===== src/rtl/cpu_defs.sv =====
// Shared definitions for the hardwired control sequencer: instruction and ALU
// codes, FSM state encoding, instruction classes and the control-word layout.
package cpu_defs;

    localparam logic [4:0] OP_LD   = 5'b00000;
    localparam logic [4:0] OP_LDI  = 5'b00001;
    localparam logic [4:0] OP_ST   = 5'b00010;
    localparam logic [4:0] OP_MFHI = 5'b00011;
    localparam logic [4:0] OP_ADD  = 5'b00100;
    localparam logic [4:0] OP_SUB  = 5'b00101;
    localparam logic [4:0] OP_MFLO = 5'b01011;
    localparam logic [4:0] OP_NOP  = 5'b11010;
    localparam logic [4:0] OP_HALT = 5'b11011;

    localparam logic [4:0] ALU_ADD = 5'b00011;
    localparam logic [4:0] ALU_SUB = 5'b00100;

    typedef enum logic [3:0] {
        S_T0, S_T1, S_T2, S_T3, S_T4, S_T5, S_T6, S_T7,
        S_WAIT_F, S_WAIT_M, S_HALT
    } state_t;

    // One-hot instruction class; unknown opcodes land in nop.
    typedef struct packed {
        logic ld;
        logic ldi;
        logic st;
        logic alu;
        logic mfhi;
        logic mflo;
        logic halt;
        logic nop;
    } op_class_t;

    typedef struct packed {
        logic       pc_out;
        logic       inc_pc;
        logic       pc_in;
        logic       mar_in;
        logic       mdr_in;
        logic       mdr_out;
        logic       ir_in;
        logic       y_in;
        logic       z_in;
        logic       zlo_out;
        logic       c_out;
        logic       ba_out;
        logic       hi_out;
        logic       lo_out;
        logic       gra;
        logic       grb;
        logic       grc;
        logic       r_in;
        logic       r_out;
        logic       mem_read;
        logic       mem_write;
        logic       mem_en;
        logic [4:0] alu_op;
    } ctrl_t;

    localparam ctrl_t CTRL_IDLE = '0;

endpackage


===== src/rtl/control_sequencer_if.sv =====
// Control bundle between the sequencer and System: IR and memory_done in,
// every datapath and memory strobe out. Names match the System inputs.
interface control_sequencer_if #(parameter int DATA_WIDTH = 32);
    logic [DATA_WIDTH-1:0] IR;
    logic                  memory_done;
    logic PCout, IncPC, PCin;
    logic MARin, MDRin, MDRout, IRin;
    logic Yin, Zin, Zlo_out, Cout, BAout;
    logic HIout, LOout;
    logic Gra, Grb, Grc, Rin, Rout;
    logic [4:0] opcode;
    logic Mem_Read, Mem_Write, Mem_enable512x32;
    logic run;

    modport master (
        input  IR, memory_done,
        output PCout, IncPC, PCin, MARin, MDRin, MDRout, IRin,
        output Yin, Zin, Zlo_out, Cout, BAout, HIout, LOout,
        output Gra, Grb, Grc, Rin, Rout, opcode,
        output Mem_Read, Mem_Write, Mem_enable512x32, run
    );

    modport slave (
        output IR, memory_done,
        input  PCout, IncPC, PCin, MARin, MDRin, MDRout, IRin,
        input  Yin, Zin, Zlo_out, Cout, BAout, HIout, LOout,
        input  Gra, Grb, Grc, Rin, Rout, opcode,
        input  Mem_Read, Mem_Write, Mem_enable512x32, run
    );
endinterface


===== src/rtl/opcode_decoder.sv =====
// Maps the 5-bit instruction opcode to a one-hot class plus the add/sub select.
module opcode_decoder
    import cpu_defs::*;
(
    input  logic [4:0] op,
    output op_class_t  cls,
    output logic       is_sub
);

    // Pure decode; anything unrecognised is treated as nop.
    always_comb begin
        cls    = '0;
        is_sub = 1'b0;
        case (op)
            OP_LD:   cls.ld   = 1'b1;
            OP_LDI:  cls.ldi  = 1'b1;
            OP_ST:   cls.st   = 1'b1;
            OP_MFHI: cls.mfhi = 1'b1;
            OP_MFLO: cls.mflo = 1'b1;
            OP_ADD:  cls.alu  = 1'b1;
            OP_SUB: begin
                cls.alu = 1'b1;
                is_sub  = 1'b1;
            end
            OP_HALT: cls.halt = 1'b1;
            default: cls.nop  = 1'b1;
        endcase
    end

endmodule


===== src/rtl/control_sequencer.sv =====
// Hardwired fetch/execute sequencer driving the System control inputs.
//
// state    | meaning
// T0       | PC -> MAR, PC+1 into Z
// T1       | Z -> PC, memory read of instruction
// WAIT_F   | instruction fetch waiting on memory_done
// T2       | MDR -> IR, decode
// T3..T5   | operand / ALU / writeback or address steps
// T6, T7   | data memory access (ld / st)
// WAIT_M   | data access waiting on memory_done, strobes held
// HALT     | stopped, all strobes 0, only clear exits
//
// Outputs are registered: the control word for the state being entered is
// computed from state_d, so outputs and state change on the same edge.
module control_sequencer
    import cpu_defs::*;
#(
    parameter int DATA_WIDTH = 32
) (
    input  logic                Clock,
    input  logic                clear,
    control_sequencer_if.master bus
);

    state_t    state_q, state_d;
    ctrl_t     ctrl_q, ctrl_d;
    logic      run_q, run_d;
    logic      armed_q, armed_d;
    op_class_t cls;
    logic      is_sub;
    logic      md;

    assign md = bus.memory_done;

    opcode_decoder u_dec (
        .op     (bus.IR[DATA_WIDTH-1 -: 5]),
        .cls    (cls),
        .is_sub (is_sub)
    );

    // Next state, then the control word of that next state.
    always_comb begin
        // armed_q is clear only for the first edge after reset: that edge
        // enters T0 with its strobes instead of advancing to T1.
        armed_d = 1'b1;
        state_d = state_q;
        if (!armed_q) begin
            state_d = S_T0;
        end else begin
            case (state_q)
                S_T0:     state_d = S_T1;
                S_T1:     state_d = md ? S_T2 : S_WAIT_F;
                S_WAIT_F: state_d = md ? S_T2 : S_WAIT_F;
                S_T2:     state_d = cls.nop ? S_T0 : (cls.halt ? S_HALT : S_T3);
                S_T3:     state_d = (cls.mfhi | cls.mflo) ? S_T0 : S_T4;
                S_T4:     state_d = S_T5;
                S_T5:     state_d = (cls.ld | cls.st) ? S_T6 : S_T0;
                S_T6:     state_d = (cls.ld && !md) ? S_WAIT_M : S_T7;
                S_T7:     state_d = (cls.st && !md) ? S_WAIT_M : S_T0;
                S_WAIT_M: state_d = md ? (cls.ld ? S_T7 : S_T0) : S_WAIT_M;
                S_HALT:   state_d = S_HALT;
                default:  state_d = S_T0;
            endcase
        end

        ctrl_d = CTRL_IDLE;
        case (state_d)
            S_T0: begin
                ctrl_d.pc_out = 1'b1;
                ctrl_d.inc_pc = 1'b1;
                ctrl_d.mar_in = 1'b1;
                ctrl_d.z_in   = 1'b1;
                ctrl_d.alu_op = ALU_ADD;
            end
            S_T1: begin
                ctrl_d.zlo_out  = 1'b1;
                ctrl_d.pc_in    = 1'b1;
                ctrl_d.mdr_in   = 1'b1;
                ctrl_d.mem_read = 1'b1;
                ctrl_d.mem_en   = 1'b1;
            end
            S_WAIT_F: begin
                ctrl_d.mdr_in   = 1'b1;
                ctrl_d.mem_read = 1'b1;
                ctrl_d.mem_en   = 1'b1;
            end
            S_T2: begin
                ctrl_d.mdr_out = 1'b1;
                ctrl_d.ir_in   = 1'b1;
            end
            S_T3: begin
                if (cls.mfhi | cls.mflo) begin
                    ctrl_d.gra    = 1'b1;
                    ctrl_d.r_in   = 1'b1;
                    ctrl_d.hi_out = cls.mfhi;
                    ctrl_d.lo_out = cls.mflo;
                end else begin
                    ctrl_d.grb    = 1'b1;
                    ctrl_d.r_out  = 1'b1;
                    ctrl_d.y_in   = 1'b1;
                    ctrl_d.ba_out = ~cls.alu;
                end
            end
            S_T4: begin
                ctrl_d.z_in = 1'b1;
                if (cls.alu) begin
                    ctrl_d.grc    = 1'b1;
                    ctrl_d.r_out  = 1'b1;
                    ctrl_d.alu_op = is_sub ? ALU_SUB : ALU_ADD;
                end else begin
                    ctrl_d.c_out  = 1'b1;
                    ctrl_d.alu_op = ALU_ADD;
                end
            end
            S_T5: begin
                ctrl_d.zlo_out = 1'b1;
                if (cls.ld | cls.st) begin
                    ctrl_d.mar_in = 1'b1;
                end else begin
                    ctrl_d.gra  = 1'b1;
                    ctrl_d.r_in = 1'b1;
                end
            end
            S_T6, S_T7, S_WAIT_M: begin
                // WAIT_M holds T6 strobes for ld and T7 strobes for st.
                if (cls.ld && state_d != S_T7) begin
                    ctrl_d.mem_read = 1'b1;
                    ctrl_d.mem_en   = 1'b1;
                    ctrl_d.mdr_in   = 1'b1;
                end else if (cls.ld) begin
                    ctrl_d.mdr_out = 1'b1;
                    ctrl_d.gra     = 1'b1;
                    ctrl_d.r_in    = 1'b1;
                end else if (state_d == S_T6) begin
                    ctrl_d.gra    = 1'b1;
                    ctrl_d.r_out  = 1'b1;
                    ctrl_d.mdr_in = 1'b1;
                end else begin
                    ctrl_d.mem_write = 1'b1;
                    ctrl_d.mem_en    = 1'b1;
                end
            end
            default: ctrl_d = CTRL_IDLE;
        endcase

        run_d = (state_d != S_HALT);
    end

    // State and registered control word; clear forces T0 with strobes off.
    always_ff @(posedge Clock or posedge clear) begin
        if (clear) begin
            state_q <= S_T0;
            ctrl_q  <= CTRL_IDLE;
            run_q   <= 1'b1;
            armed_q <= 1'b0;
        end else begin
            state_q <= state_d;
            ctrl_q  <= ctrl_d;
            run_q   <= run_d;
            armed_q <= armed_d;
        end
    end

    assign bus.PCout            = ctrl_q.pc_out;
    assign bus.IncPC            = ctrl_q.inc_pc;
    assign bus.PCin             = ctrl_q.pc_in;
    assign bus.MARin            = ctrl_q.mar_in;
    assign bus.MDRin            = ctrl_q.mdr_in;
    assign bus.MDRout           = ctrl_q.mdr_out;
    assign bus.IRin             = ctrl_q.ir_in;
    assign bus.Yin              = ctrl_q.y_in;
    assign bus.Zin              = ctrl_q.z_in;
    assign bus.Zlo_out          = ctrl_q.zlo_out;
    assign bus.Cout             = ctrl_q.c_out;
    assign bus.BAout            = ctrl_q.ba_out;
    assign bus.HIout            = ctrl_q.hi_out;
    assign bus.LOout            = ctrl_q.lo_out;
    assign bus.Gra              = ctrl_q.gra;
    assign bus.Grb              = ctrl_q.grb;
    assign bus.Grc              = ctrl_q.grc;
    assign bus.Rin              = ctrl_q.r_in;
    assign bus.Rout             = ctrl_q.r_out;
    assign bus.opcode           = ctrl_q.alu_op;
    assign bus.Mem_Read         = ctrl_q.mem_read;
    assign bus.Mem_Write        = ctrl_q.mem_write;
    assign bus.Mem_enable512x32 = ctrl_q.mem_en;
    assign bus.run              = run_q;

endmodule


===== src/flat_wrapper.sv =====
// flat-port wrapper written by rule: the top's interface ports become plain ports
module control_sequencer_flat import cpu_defs::*;
#(
    parameter int DATA_WIDTH = 32
)
  (Clock, clear, bus_IR, bus_memory_done, bus_PCout, bus_IncPC, bus_PCin, bus_MARin, bus_MDRin, bus_MDRout, bus_IRin, bus_Yin, bus_Zin, bus_Zlo_out, bus_Cout, bus_BAout, bus_HIout, bus_LOout, bus_Gra, bus_Grb, bus_Grc, bus_Rin, bus_Rout, bus_opcode, bus_Mem_Read, bus_Mem_Write, bus_Mem_enable512x32, bus_run);
  control_sequencer_if #(.DATA_WIDTH(DATA_WIDTH)) bus_i ();
  input  logic Clock;
  input  logic clear;
  input wire logic [$bits(bus_i.IR)-1:0] bus_IR;
  input wire logic [$bits(bus_i.memory_done)-1:0] bus_memory_done;
  output wire logic [$bits(bus_i.PCout)-1:0] bus_PCout;
  output wire logic [$bits(bus_i.IncPC)-1:0] bus_IncPC;
  output wire logic [$bits(bus_i.PCin)-1:0] bus_PCin;
  output wire logic [$bits(bus_i.MARin)-1:0] bus_MARin;
  output wire logic [$bits(bus_i.MDRin)-1:0] bus_MDRin;
  output wire logic [$bits(bus_i.MDRout)-1:0] bus_MDRout;
  output wire logic [$bits(bus_i.IRin)-1:0] bus_IRin;
  output wire logic [$bits(bus_i.Yin)-1:0] bus_Yin;
  output wire logic [$bits(bus_i.Zin)-1:0] bus_Zin;
  output wire logic [$bits(bus_i.Zlo_out)-1:0] bus_Zlo_out;
  output wire logic [$bits(bus_i.Cout)-1:0] bus_Cout;
  output wire logic [$bits(bus_i.BAout)-1:0] bus_BAout;
  output wire logic [$bits(bus_i.HIout)-1:0] bus_HIout;
  output wire logic [$bits(bus_i.LOout)-1:0] bus_LOout;
  output wire logic [$bits(bus_i.Gra)-1:0] bus_Gra;
  output wire logic [$bits(bus_i.Grb)-1:0] bus_Grb;
  output wire logic [$bits(bus_i.Grc)-1:0] bus_Grc;
  output wire logic [$bits(bus_i.Rin)-1:0] bus_Rin;
  output wire logic [$bits(bus_i.Rout)-1:0] bus_Rout;
  output wire logic [$bits(bus_i.opcode)-1:0] bus_opcode;
  output wire logic [$bits(bus_i.Mem_Read)-1:0] bus_Mem_Read;
  output wire logic [$bits(bus_i.Mem_Write)-1:0] bus_Mem_Write;
  output wire logic [$bits(bus_i.Mem_enable512x32)-1:0] bus_Mem_enable512x32;
  output wire logic [$bits(bus_i.run)-1:0] bus_run;
  assign bus_i.IR = bus_IR;
  assign bus_i.memory_done = bus_memory_done;
  assign bus_PCout = bus_i.PCout;
  assign bus_IncPC = bus_i.IncPC;
  assign bus_PCin = bus_i.PCin;
  assign bus_MARin = bus_i.MARin;
  assign bus_MDRin = bus_i.MDRin;
  assign bus_MDRout = bus_i.MDRout;
  assign bus_IRin = bus_i.IRin;
  assign bus_Yin = bus_i.Yin;
  assign bus_Zin = bus_i.Zin;
  assign bus_Zlo_out = bus_i.Zlo_out;
  assign bus_Cout = bus_i.Cout;
  assign bus_BAout = bus_i.BAout;
  assign bus_HIout = bus_i.HIout;
  assign bus_LOout = bus_i.LOout;
  assign bus_Gra = bus_i.Gra;
  assign bus_Grb = bus_i.Grb;
  assign bus_Grc = bus_i.Grc;
  assign bus_Rin = bus_i.Rin;
  assign bus_Rout = bus_i.Rout;
  assign bus_opcode = bus_i.opcode;
  assign bus_Mem_Read = bus_i.Mem_Read;
  assign bus_Mem_Write = bus_i.Mem_Write;
  assign bus_Mem_enable512x32 = bus_i.Mem_enable512x32;
  assign bus_run = bus_i.run;
  control_sequencer #(.DATA_WIDTH(DATA_WIDTH)) u_core (.Clock(Clock), .clear(clear), .bus(bus_i));
endmodule

===== config.mk =====
export PLATFORM = sky130hd
export DESIGN_NAME = control_sequencer_flat
export DESIGN_NICKNAME = d
export VERILOG_FILES = /design/src/rtl/cpu_defs.sv /design/src/rtl/control_sequencer_if.sv /design/src/rtl/opcode_decoder.sv /design/src/rtl/control_sequencer.sv /design/src/flat_wrapper.sv
export SDC_FILE = /design/constraint.sdc
export NUM_CORES = 1
export LEC_CHECK = 0
export CORE_MARGIN = 5
export CORE_UTILIZATION = 35
export DETAILED_ROUTE_END_ITERATION = 7
export PLACE_DENSITY = 0.68
export SLEW_MARGIN = 20
export SYNTH_ARGS = -nofsm -noshare
export SYNTH_HDL_FRONTEND = slang
export SYNTH_SLANG_ARGS = --single-unit

===== constraint.sdc =====
create_clock -name Clock -period 2.85 [get_ports Clock]
set_clock_uncertainty 0.05 [all_clocks]
set_input_delay 0.57 -clock Clock [delete_from_list [all_inputs] [get_ports Clock]]
set_output_delay 0.57 -clock Clock [all_outputs]
set_load 0.005 [all_outputs]

# Yosys cells after proc, flatten, opt, wreduce, memory -nomap -nowiden
# Index checks and enable logic that the tools add are counted.
totals:
  out_inout_bits: 28
  n_memories: 0
  mem_bits_rw: 0
  register_bits: 32
  latchBits: 0
  input_bits: 35
  rom_bits: 0
  elab_cells: 130
op_classes:
  n_mux: 60
  shift: 0
  eq_ne: 28
  n_lt_le_gt_ge: 0
  add_sub_neg: 0
  n_reduce_logical: 14
  multipliers: 0
  bitwise_logic: 3
  n_div: 0
ops:
  columns: ["cell", "count"]
  rows:
  - ["$pmux W4 S10", 1]
  - ["$eq A4 B3 Y1 const B", 8]
  - ["$mux W1", 32]
  - ["$mux W4", 7]
  - ["$eq A4 B4 Y1 const B", 5]
  - ["$mux W3", 6]
  - ["$eq A4 B2 Y1 const B", 4]
  - ["$eq A5 B2 Y1 const B", 2]
  - ["$eq A5 B3 Y1 const B", 2]
  - ["$pmux W1 S2", 5]
  - ["$pmux W5 S2", 1]
  - ["$reduce_or A2 Y1", 5]
  - ["$pmux W1 S3", 3]
  - ["$eq A4 B1 Y1 const B", 2]
  - ["$logic_not A4 Y1", 2]
  - ["$mux W2", 4]
  - ["$reduce_or A8 Y1", 1]
  - ["$eq A5 B1 Y1 const B", 1]
  - ["$eq A5 B4 Y1 const B", 1]
  - ["$eq A5 B5 Y1 const B", 1]
  - ["$logic_not A5 Y1", 1]
  - ["$mux W5", 1]
  - ["$ne A4 B3 Y1 const B", 1]
  - ["$ne A4 B4 Y1 const B", 1]
  - ["5 further kinds", 8]

# Depth between registers and ports, before layout
# Gate-level depths: netlist of run 1.
logic_depth:
  word_depth: 11
  mapped_depth: 8
  depth_no_buf: 7

# Cells and area by module
# A second synthesis of run 1 with hierarchy kept.
hier_totals:
  hier_cells: 154
  area_unflattened_um2: 1587.8
by_module_without_submodules:
  columns: ["mod", "cells_each", "seq_area_each_um2", "area_each_um2", "n_inst"]
  rows:
  - ["control_sequencer", 139, 701.9, 1485.2, 1]
  - ["opcode_decoder", 15, 0.0, 102.6, 1]

# Worst setup path before layout of run 1
# OpenSTA, ideal clock, no wires.
synth_path:
  kind: "input port to flip-flop"
  start: "input port bus_IR[31]"
  end: "register u_core.ctrl_q (netlist bit u_core.bus.Rout)"
  cell_stages: 7
  t_arrival_ps: 2365
  n_path_buf: 1
  required_ps: 2696
  setup_ps: 104
  setup_slack_ps: 331
  cell_sequence: "or4_1 > buf_2 > mux2i_1 > a211o_1 > nor3_1 > nor2_1 > o311ai_1"
synth_lines:
  columns: ["element", "line_no", "rtl"]
  rows:
  - ["start: declaration", "flat_wrapper.sv:10", "input wire logic [$bits(bus_i.IR)-1:0] bus_IR;"]
  - ["end signal: assignment", "control_sequencer.sv:158", "ctrl_q <= ctrl_d;"]
  - ["end: declaration", "control_sequencer.sv:26", "ctrl_t ctrl_q, ctrl_d;"]

==> results of run 1 <==
placed cells by master, fill, tap and decap left out, types with 2 or more instances in the layout:
| cell type | n |
|---|---|
| dfrtp_1 | 27 |
| clkdlybuf4s50_1 | 33 |
| nor3b_1 | 2 |
| or4bb_1 | 2 |
| o211ai_1 | 5 |
| nand2_2 | 2 |
| nand3_1 | 2 |
| nor3_1 | 5 |
| nand2_1 | 6 |
| nor2_1 | 4 |
| clkbuf_8 | 3 |
| a21oi_1 | 3 |
| o21ai_1 | 3 |
| nor4_1 | 3 |
| or4_4 | 3 |
| o21ai_0 | 2 |
| nand4_1 | 3 |
| conb_1 | 3 |
| buf_4 | 23 |
| a21o_1 | 2 |
| or3_1 | 3 |
| inv_1 | 11 |
| o31ai_1 | 4 |
| and3_1 | 3 |
per-layer routing:
| metal | share of wire | wire length, microns | vias to the layer above |
|---|---|---|---|
| met5 | 0 | 0 | - |
| met1 | 0.45 | 1550 | 602 |
| met2 | 0.50 | 1730 | 29 |
| met3 | 0.035 | 123 | 5 |
| li1 | - | - | 619 |
| met4 | 0.020 | 68 | 0 |
power breakdown:
part | leakage [nW] | total, mW | internal, mW | switching [mW]
combinational | 0.509 | 0.337 | 0.187 | 0.151
clock | 0.0228 | 0.215 | 0.100 | 0.115
sequential | 0.365 | 0.470 | 0.443 | 0.0277
area by class of cell:
cell class              instances  share of cell area
flip-flops and latches         28               0.350
well taps                      50              0.0312
repair buffers                 56               0.250
clock buffers                   4              0.0224
inverters                      11              0.0206
multi-input cells              91               0.326
metrics by stage:
stage / TNS (ns) / instances / cell area (sq um) / power [mW]
final: 0 / 240 / 2010 / 1.02
after global routing: 0 / 240 / 2010 / 1.08
after CTS: 0 / 240 / 1990 / 1.02
after detailed placement: -3.48 / 236 / 1950 / 0.810
after global placement: -3.13 / 236 / 1950 / 0.804
after floorplan: 0 / 143 / 1460 / 0.639
tightest hold or removal path: cells and delay by family:
| kind | cells | cell delay, ns |
|---|---|---|
| buffers and inverters | 3 | 0.75 |
cell usage after synthesis (all sizes together) (2+ instances only):
cell and number:
nor3b 3, or4bb 2, and2 2, nand3 2, o211ai 5, o31ai 4
inv 11, nand4 3, dfrtp 27, and3 3, nor3 6, or3 3
nand2 8, or4 3, a211oi 2, nor4 3, clkbuf 5, conb 2
nor2 4, o21ai 6, a21oi 4, a31oi 2, a21o 3, buf 8
kinds of logic (layout without fill, tap and decap cells):
family / after synthesis / count (layout) / synth area share
multiplexers: 1 / 1 / 0.00688
flip-flops: 28 / 28 / 0.483
AND/OR/NAND/NOR: 50 / 50 / 0.222
AO/OA/AOI/OAI: 37 / 37 / 0.201
buffers and inverters: 24 / 71 / 0.0818
other: 2 / 3 / 0.00517
final timing paths:
| kind | start | to | slack [ns] | cells past startpoint |
|---|---|---|---|---|
| max | bus_IR[31] | u_core.bus.MDRin | 0.11 | 7 |
| min | clear | u_core.bus.Mem_Write | 0.59 | 3 |
| max reg2reg | u_core.state_q[3] | u_core.bus.Rout | 0.41 | 6 |
| min reg2reg | u_core.armed_q | u_core.state_q[3] | 0.66 | 2 |
| max in group asynchronous | clear | u_core.bus.run | 1.86 | 3 |
| min in group Clock | u_core.armed_q | u_core.state_q[3] | 0.66 | 2 |
==> flow_summary.yaml, run 1 <==
run_status:
  status: "completed"
cts:
  ctsHoldBuffers: 0
  path_clk_slew_ns: 0.08
  cts_htree_levels: 1
  cts_buffers: 3
  cts_tree: "yes"
  post_cts_buffers: 0
  cts.path.max_buffers: 2
  cts_num_sinks: 28
  cts_resized: 0
  clock_latency_ns: 0.27
  cts-root-buf: "clkbuf_8"
pwr:
  leakage_nw: 0.897
  ir_drop_v: 0.000193
  p_per_area_nw_per_um2: 509
drt:
  vias: 1255
  drtAntennaViolNets: 0
  drt_iter0_drc: 58
  first_pass_iters: 4
  drc: 0
  wl_microns: 3470
  wire_per_inst_microns: 14.4
  vias_per_cell: 5.23
floorplan:
  die_h_microns: 74.5
  die-area_sq_um: 5540
  die_width_microns: 74.5
  start_util: 0.363
  io_pins: 63
  coreArea_sq_um: 4000
  num_rows: 23
cells_and_area:
  fill_cells: 363
  n_antenna_cell: 0
  multi_input_area_sq_um: 654
  drive_gt1_frac: 0.226
  regArea_sq_um: 702
  finalCoreUtilization: 0.502
  largest_register: "u_core.state_q"
  largest_register_ff_count: 4
  area_growth_pct: 38.1
  nets: 226
run:
  drv_cap: 0
sta:
  fmax_mhz: 365
  rsz0062_at_grt: "no"
  finalSetupViolations: 0
  fin_ws_ns: 0.111
  drv_slew: 0
  tightest_slew_ns: 0.502
  maxSlewHeadroom: 0.663
  hold_viol: 0
  holdWs_ns: 0.594
  period_share: 0.961
  min_period_ns: 2.74
global_routing:
  track_usage: 0.136
  grt-busiest-layer: "met2"
  grt_pass1_wl_microns: 5840
  antenna_found_initial: 0
  grt_max_degree: 29
  grtUsageMet3: 0.00811
  grt_pass1_vias: 1202
  gr-total-overflow: 0
  gr-usage-met2: 0.227
  grtUsageMet1: 0.181
synthesis:
  yosys.area.top_type_share: 0.465
  synth.area.top_cells: "dfrtp_1, inv_1, buf_4, o211ai_1, nor3_1"
  yosysWarnings: 0
  synth_top_area_cell: "dfrtp_1"
  ys_types: 55
  yosysSeqAreaShare: 0.483
  async_reset_ff_frac: 1.00
  ys_seq_elements: 28
  postSynthAreaPerCell_sq_um: 10.2
  syn_inst: 142
  syn_area_sq_um: 1450
  synth_edf_count: 0
  synth-main-ff-cell: "dfrtp_1"
setup_path:
  critPathTopFamily: "simple AND/OR/NAND/NOR gates"
  path_class: "input pin to register"
  start_kind: "input pin"
  slowest_delay_ns: 0.59
  crit_arrival_ns: 2.88
  crit_chain: "clkdlybuf4s50_1, or4_4, or4_4, o21a_1, a211oi_2, o211ai_1, o211ai_1"
  crit_fanout: 5
  crit_path_top_delay_cell: "or4_4"
  critPathBufInv: 1
  critPathRequiredTime_ns: 2.99
  end_kind: "register"
placed_design:
  gp_congestion: 0.884
  dp_hpwl_microns: 2800
  pre_cts_slack_ns: -0.282
  io_buffers: 33
hold_path:
  hold_path_class: "input pin to async pin"
(Power assumes the default switching activity.)
==> run 2, diff against run 1 <==
--- a/config.mk
+++ b/config.mk
@@ -13,3 +13,4 @@
 export SYNTH_ARGS = -nofsm -noshare
 export SYNTH_HDL_FRONTEND = slang
 export SYNTH_SLANG_ARGS = --single-unit
+export TNS_END_PERCENT = 10
==> results of run 2 <==
No change in the layout: final DEF, timing and power equal those of run 1.
==> run 3, diff against run 2 <==
--- a/config.mk
+++ b/config.mk
@@ -9,6 +9,7 @@
 export CORE_UTILIZATION = 35
 export DETAILED_ROUTE_END_ITERATION = 7
 export PLACE_DENSITY = 0.68
+export RECOVER_POWER = 25
 export SLEW_MARGIN = 20
 export SYNTH_ARGS = -nofsm -noshare
 export SYNTH_HDL_FRONTEND = slang
==> run 3 against run 2 <==
Against the previous run: die area is the same; non-clock buffer count is the same; core utilization shrank 0.094 points; hold slack gained 0.065 ns; sequential power is essentially flat; largest cell class unchanged; clock power is essentially flat; fmax is essentially flat; combinational power is essentially flat; clock-buffer cell count is the same; critical path depth is the same.
==> flow_summary.yaml, run 3 (synthesized netlist as in run 1, its figures left out) <==
run_status:
  status: "completed"
cells_and_area:
  largest_register: "u_core.state_q"
  multi_input_area_sq_um: 654
  final_area_sq_um: 2000
  nets: 226
  n_antenna_cell: 0
  layout_common_cells: "clkdlybuf4s50_1, dfrtp_1, buf_4"
  largest_register_ff_count: 4
  mostFrequentLayoutCell: "clkdlybuf4s50_1"
  fill_cells: 365
  drive_gt1_frac: 0.221
  area_growth_pct: 37.9
  regArea_sq_um: 702
sta:
  finalSetupViolations: 0
  fmax_mhz: 365
  period_share: 0.961
  tightest_slew_ns: 1.39
  min_period_ns: 2.74
  hold_viol: 0
  tns_ns: 0
  maxSlewHeadroom: 0.0729
  drv_slew: 0
  rsz0062_at_grt: "no"
drt:
  vias: 1252
  vias_per_cell: 5.22
  wire_per_inst_microns: 14.4
  wl_microns: 3470
  first_pass_iters: 4
  drtAntennaViolNets: 0
  drc: 0
  drt_iter0_drc: 58
cts:
  cts_tree: "yes"
  clock_latency_ns: 0.27
  cts.path.max_buffers: 2
  cts_htree_levels: 1
  cts-root-buf: "clkbuf_8"
  path_clk_slew_ns: 0.08
  cts_buffers: 3
  cts_num_sinks: 28
floorplan:
  coreArea_sq_um: 4000
  num_rows: 23
  die_width_microns: 74.5
  io_pins: 63
  die-area_sq_um: 5540
  start_util: 0.363
  die_h_microns: 74.5
setup_path:
  path_class: "input pin to register"
  end_kind: "register"
  crit_fanout: 5
  critPathTopFamily: "simple AND/OR/NAND/NOR gates"
  critPathRequiredTime_ns: 2.99
  slowest_delay_ns: 0.59
  crit_chain: "clkdlybuf4s50_1, or4_4, or4_4, o21a_1, a211oi_2, o211ai_1, o211ai_1"
  critPathBufInv: 1
  crit_arrival_ns: 2.88
  start_kind: "input pin"
  crit_path_top_delay_cell: "or4_4"
pwr:
  p_int_mw: 0.728
  power_frac_seq: 0.461
  ir_drop_v: 0.000193
  switching_power_mw: 0.293
  p_per_area_nw_per_um2: 509
  combPwrFrac: 0.329
  clockPowerShare: 0.210
  leakage_nw: 0.894
  sw_frac_of_total: 0.287
global_routing:
  gr-total-overflow: 0
  grtUsageMet3: 0.00811
  grt_pass1_vias: 1202
  antenna_found_initial: 0
  grt-busiest-layer: "met2"
  grtUsageMet1: 0.181
  grt_max_degree: 29
  gr-usage-met2: 0.227
  grt_pass1_wl_microns: 5840
  track_usage: 0.136
placed_design:
  dp_hpwl_microns: 2800
  io_buffers: 33
  placed_area_sq_um: 1950
  gp_congestion: 0.884
run:
  drv_cap: 0
hold_path:
  hold_path_class: "register to register"
## run 3: worst reg2reg max path, stage by stage, from the launching register on
cell	delay [ns]
dfrtp_1	0.54
or4bb_1	0.60
o21ai_1	0.22
a21o_2	0.20
o21ai_1	0.11
or4_4	0.53
o311ai_1	0.10
## run 3: area by class of cell
| cell class | count | share of cell area |
|---|---|---|
| inverter | 11 | 0.0206 |
| sequential | 28 | 0.350 |
| tap | 50 | 0.0312 |
| clock buffer | 4 | 0.0225 |
| timing repair buffer | 56 | 0.249 |
| multi-input combinational | 91 | 0.326 |
## run 3: power groups by stage
stage	Combinational (mW)	Sequential, mW	Clock, mW
floorplan	0.167	0.472	0
detailed placement	0.333	0.477	0
global placement	0.329	0.476	0
CTS	0.334	0.470	0.221
global route	0.369	0.475	0.236
finish	0.336	0.470	0.215
## run 3: per-stage QoR
step / setup slack, ns / hold WS (ns) / power, mW / utilization / std cells
CTS: 0.00445 / 0.602 / 1.02 / 0.498 / 240
global route: 0.0126 / 0.719 / 1.08 / 0.501 / 240
finish: 0.111 / 0.659 / 1.02 / 0.501 / 240
floorplan: 0.331 / 0.577 / 0.639 / - / 143
detailed placement: -0.282 / 0.648 / 0.810 / 0.486 / 236
global placement: -0.261 / 0.656 / 0.804 / 0.486 / 236
## run 3: routing by layer
metal | wire (microns) | vias to the layer above | part of all wire
met1 | 1550 | 599 | 0.45
li1 | - | 619 | -
met4 | 68 | 0 | 0.020
met3 | 123 | 5 | 0.035
met5 | 0 | - | 0
met2 | 1720 | 29 | 0.50
## run 3: path summary, 6_finish.rpt
kind                                    from                end  slack, ns  depth (start not counted)
max                               bus_IR[31]   u_core.bus.MDRin       0.11                          7
min                           u_core.armed_q  u_core.state_q[3]       0.66                          2
max reg2reg                u_core.state_q[3]    u_core.bus.Rout       0.41                          6
min reg2reg                   u_core.armed_q  u_core.state_q[3]       0.66                          2
max in group asynchronous              clear  u_core.state_q[0]       0.80                          3
min in group asynchronous              clear  u_core.state_q[2]       1.15                          3
## run 3: repair_timing
| item | CTS | global route |
|---|---|---|
| setup endpoints to repair | 0 | 15 |
| setup buffers | 0 | 0 |
| hold endpoints to repair | 0 | 0 |
| resized for setup | 0 | 4 |
| hold buffers | 0 | 0 |
